## src/rtl/pipe_pkg.sv

```systemverilog
// Shared defaults and width helpers for the Pipelining result capture block.
package pipe_pkg;
    localparam int N_DEFAULT       = 10;
    localparam int LATENCY_DEFAULT = 3;
    localparam int DEPTH_DEFAULT   = 4;

    // Width needed to hold values 0..depth inclusive.
    function automatic int cnt_w(input int depth);
        return $clog2(depth + 1);
    endfunction

    // count + inflight can reach depth + latency; this width never wraps.
    function automatic int sum_w(input int depth, input int latency);
        return $clog2(depth + latency + 1);
    endfunction

    localparam int SUM_W = sum_w(DEPTH_DEFAULT, LATENCY_DEFAULT);
endpackage

```

## src/rtl/pipe_valid_delay.sv

```systemverilog
// Valid-bit shadow of the Pipelining stage: q rises LATENCY edges after d, inflight counts set bits.
module pipe_valid_delay
    import pipe_pkg::*;
#(
    parameter int LATENCY = LATENCY_DEFAULT
) (
    input  logic                          clk,
    input  logic                          rst,
    input  logic                          d,
    output logic                          q,
    output logic [cnt_w(LATENCY)-1:0]     inflight
);
    localparam int IW = cnt_w(LATENCY);

    logic [LATENCY-1:0] vpipe;

    generate
        if (LATENCY == 1) begin : g_one
            always_ff @(posedge clk or posedge rst) begin
                if (rst) vpipe <= '0;
                else     vpipe <= d;
            end
        end else begin : g_shift
            always_ff @(posedge clk or posedge rst) begin
                if (rst) vpipe <= '0;
                else     vpipe <= {vpipe[LATENCY-2:0], d};
            end
        end
    endgenerate

    assign q = vpipe[LATENCY-1];

    always_comb begin
        inflight = '0;
        for (int i = 0; i < LATENCY; i++) begin
            inflight = inflight + IW'(vpipe[i]);
        end
    end
endmodule

```

## src/rtl/pipe_result_fifo.sv

```systemverilog
// Captures aligned Pipelining results into a show-ahead FIFO; push LATENCY+1 edges after issue.
// Credit: issue_ready drops once stored plus in-flight results would fill the FIFO; overflow is sticky.
module pipe_result_fifo
    import pipe_pkg::*;
#(
    parameter int N       = N_DEFAULT,
    parameter int LATENCY = LATENCY_DEFAULT,
    parameter int DEPTH   = DEPTH_DEFAULT
) (
    input  logic                       clk,
    input  logic                       rst,
    input  logic                       in_valid,
    output logic                       issue_ready,
    input  logic [N-1:0]               f_in,
    output logic [N-1:0]               out_data,
    output logic                       out_valid,
    input  logic                       out_ready,
    output logic [cnt_w(DEPTH)-1:0]    count,
    output logic                       overflow
);
    localparam int PW = $clog2(DEPTH);
    localparam int CW = cnt_w(DEPTH);
    localparam int IW = cnt_w(LATENCY);
    localparam int SW = sum_w(DEPTH, LATENCY);

    logic [N-1:0]  mem [DEPTH];
    logic [PW-1:0] wr_ptr;
    logic [PW-1:0] rd_ptr;
    logic [IW-1:0] inflight;
    logic          push;
    logic          pop;
    logic          full;
    logic          wr_en;

    pipe_valid_delay #(
        .LATENCY (LATENCY)
    ) u_vdelay (
        .clk      (clk),
        .rst      (rst),
        .d        (in_valid),
        .q        (push),
        .inflight (inflight)
    );

    assign full      = (count == CW'(DEPTH));
    assign out_valid = (count != '0);
    assign pop       = out_valid && out_ready;
    // When full, a simultaneous pop frees the slot wr_ptr points at.
    assign wr_en     = push && (!full || pop);
    assign out_data  = mem[rd_ptr];

    assign issue_ready = (SW'(count) + SW'(inflight)) < SW'(DEPTH);

    always_ff @(posedge clk or posedge rst) begin
        if (rst) begin
            wr_ptr   <= '0;
            rd_ptr   <= '0;
            count    <= '0;
            overflow <= 1'b0;
        end else begin
            if (wr_en) wr_ptr <= wr_ptr + PW'(1);
            if (pop)   rd_ptr <= rd_ptr + PW'(1);
            if (wr_en && !pop)      count <= count + CW'(1);
            else if (!wr_en && pop) count <= count - CW'(1);
            if (push && full && !pop) overflow <= 1'b1;
        end
    end

    always_ff @(posedge clk) begin
        if (wr_en) mem[wr_ptr] <= f_in;
    end
endmodule

```

## config.mk

```make
export PLATFORM = sky130hd
export DESIGN_NAME = pipe_result_fifo
export DESIGN_NICKNAME = d
export VERILOG_FILES = /design/src/rtl/pipe_pkg.sv /design/src/rtl/pipe_valid_delay.sv /design/src/rtl/pipe_result_fifo.sv
export SDC_FILE = /design/constraint.sdc
export NUM_CORES = 1
export LEC_CHECK = 0
export BUFFER_PORTS_ARGS = -buffer_cell sky130_fd_sc_hd__buf_2
export CORE_ASPECT_RATIO = 1.25
export CORE_MARGIN = 5
export CORE_UTILIZATION = 49
export DETAILED_ROUTE_END_ITERATION = 8
export HOLD_SLACK_MARGIN = 0.03
export PLACE_DENSITY = 0.76
export SYNTH_ARGS = -nofsm -noshare
export SYNTH_HDL_FRONTEND = slang
export SYNTH_SLANG_ARGS = --single-unit
```

## constraint.sdc

```tcl
create_clock -name clk -period 3.8 [get_ports clk]
set_input_delay 0.38 -clock clk [delete_from_list [all_inputs] [get_ports clk]]
set_output_delay 0.38 -clock clk [all_outputs]
set_load 0.02 [all_outputs]
```

==> results.cfg <==
[cts]
cts_tree = done
postCtsHoldBufs = 0
cts_resized = 0
htreeDepth = 2
clkTransAtPathRegs_ps = 90
clock-sinks = 51
cts_root_buf = clkbuf_8
clockBufferDepth = 2
cts_buffers = 5
insertion_delay_ps = 300
post-cts-setup-buffers = 0

[grt]
grt_max_degree = 17
grt_pass1_wl_um = 5110
antenna_found_initial = 0
grt_remaining_overflow = 0
grt_pass1_vias = 1045
grt_use_total = 0.129

[route]
drcViolationCount = 0
wl_per_cell_um = 16.2
vias = 964
routed_wl_um = 3110
drt_iter0_drc = 53
drt-pass1-iter-count = 4
ant_nets = 0
viasPerCell = 5.02

[timing]
min_period_over_period = 0.666
max-slew-margin-rel = 0.505
rsz0062_at_grt = no
finalCriticalPeriod_ps = 2530
worstMarginPinSlew_ps = 743
fin_tns_setup_ps = 0
setup_viol = 0
clock.fmax_mhz = 395
slew_viol_final = 0
hold_viol = 0
clock_skew_ps = 4.09

[setup_path]
critical_path_class = reg -> out
cp.arrival_ps = 2150
startpoint_type = register
crit_chain = inv_1, fa_1, inv_1, ha_1, a31oi_1, xor2_1, buf_2
cp_max_fo = 6
slowest_stage = dfrtp_1
cpMostUsedCell = inv_1
crit_path_end_kind = output pin
cp.required_ps = 3420
cp_slowest_stage_delay_ps = 510
r2r_cells = 8

[logic_synthesis]
ys_warn_count = 0
ys_types = 21
ys_async_sr_fraction = 0.216
synth_cells = 101
syn_avg_cell_area_um2 = 20.3
synth_seq_cells = 51
synthesis.nets = 123
synth_edf_count = 40
seq_area_frac_synth = 0.720
synth_flop_cell = edfxtp_1
syn_area_mm2 = 0.00205

[floorplanning]
rows = 26
io_pins = 30
core_area_mm2 = 0.00407
dieArea_mm2 = 0.00558
die_x_um = 67.8
die_h_um = 82.3
initial_core_util = 0.504

[placement]
place_congestion = 0.760
hpwl_um = 2160
io_buffers = 29
dpl_cell_area_mm2 = 0.00225

[status]
outcome = finished, final reports clean

[run]
drv_cap = 0

[final_layout]
design_area_mm2 = 0.00234
syn_to_final_growth_pct = 14.2
drive_above_1_share = 0.419
n_antenna_cell = 0
layout.nets = 157

[power_and_ir_drop]
p_leak_nw = 0.889
power_density_mw_per_mm2 = 770
ir_drop_uv = 490

[hold_path]
hp-class = in -> async
[layer usage]
layer | GRT usage | wire length (um)
met5 | 0 | 0
met2 | 0.230 | 1700
met4 | 0.0477 | 43
met3 | 0.0392 | 172
met1 | 0.145 | 1200
[synthesized netlist by cell type (2+ instances only)]
| master | n | area share |
|---|---|---|
| xor2_1 | 3 | 0.013 |
| xnor2_1 | 4 | 0.017 |
| edfxtp_1 | 40 | 0.59 |
| inv_1 | 9 | 0.016 |
| and2_2 | 4 | 0.015 |
| mux4_2 | 10 | 0.11 |
| fa_1 | 2 | 0.020 |
| ha_1 | 6 | 0.037 |
| dfrtp_1 | 11 | 0.13 |
[cells in the final DEF (no fill, tap or decap), drive strengths merged, types with 2 or more instances in the layout]
cell | Yosys | layout
dfrtp | 11 | 11
clkinvlp | 0 | 2
clkbuf | 0 | 5
inv | 9 | 9
and2 | 4 | 4
ha | 6 | 6
buf | 2 | 29
edfxtp | 40 | 40
nor2 | 2 | 2
mux2 | 2 | 2
fa | 2 | 2
mux4 | 10 | 10
xnor2 | 4 | 4
xor2 | 3 | 3
[sequential cells by signal, summed over array words and instances (netlist names)]
signal / count
count: 3
mem: 40
overflow: 1
rd_ptr: 2
u_vdelay.vpipe: 3
wr_ptr: 2
[path summary, 6_finish.rpt]
check,startpoint,end,slack (ps)
setup reg to reg,count[1],count[2],1650
max in group asynchronous,rst,rd_ptr[1],3440
hold / removal,rst,wr_ptr[0],60
min in group clk,in_valid,u_vdelay.vpipe[0],190
setup / recovery,count[0],issue_ready,1270
hold reg to reg,u_vdelay.vpipe[0],u_vdelay.vpipe[1],390
[through the flow]
stage / setup slack, ps / power [mW] / hold slack, ps / utilization / cells
detailed placement: 1620 / 1.53 / 379 / 0.554 / 184
global placement: 1660 / 1.50 / 368 / 0.554 / 184
finish: 1270 / 1.80 / 61.7 / 0.576 / 192
CTS: 1250 / 1.83 / 67.8 / 0.576 / 192
floorplan: 1490 / 1.33 / 232 / - / 101
global route: 1100 / 1.92 / 102 / 0.576 / 192
[area by class of cell]
cell class	count	area (um^2)
clock inverter	3	20.0
clock buffer	5	68.8
multi-input combinational	39	527
tap	56	70.1
inverter	9	33.8
sequential	51	1480
fill	330	1730
timing repair buffer	29	145
[power by group]
part           internal [mW]  switching [mW]
sequential             0.741           0.132
combinational          0.299           0.333
clock                  0.128           0.169
[kinds of logic (layout without fill, tap and decap cells)]
logic type,Yosys count,count (layout),share of synthesized area
flops,51,51,0.720
simple gates,10,10,0.0409
compound gates,2,2,0.00733
fa+ha+maj,8,8,0.0562
xor+xnor,7,7,0.0299
buf+inv,11,46,0.0226
mux,12,12,0.123
[critical path, delay by kind of cell (launching register included)]
kind | cells | cell delay [ps]
AO/OA/AOI/OAI | 1 | 200
XOR/XNOR | 1 | 160
adder cells (fa/ha/maj) | 2 | 640
buffers and inverters | 3 | 350
flip-flops | 1 | 510
No activity file was read; power rests on OpenSTA's default activity.
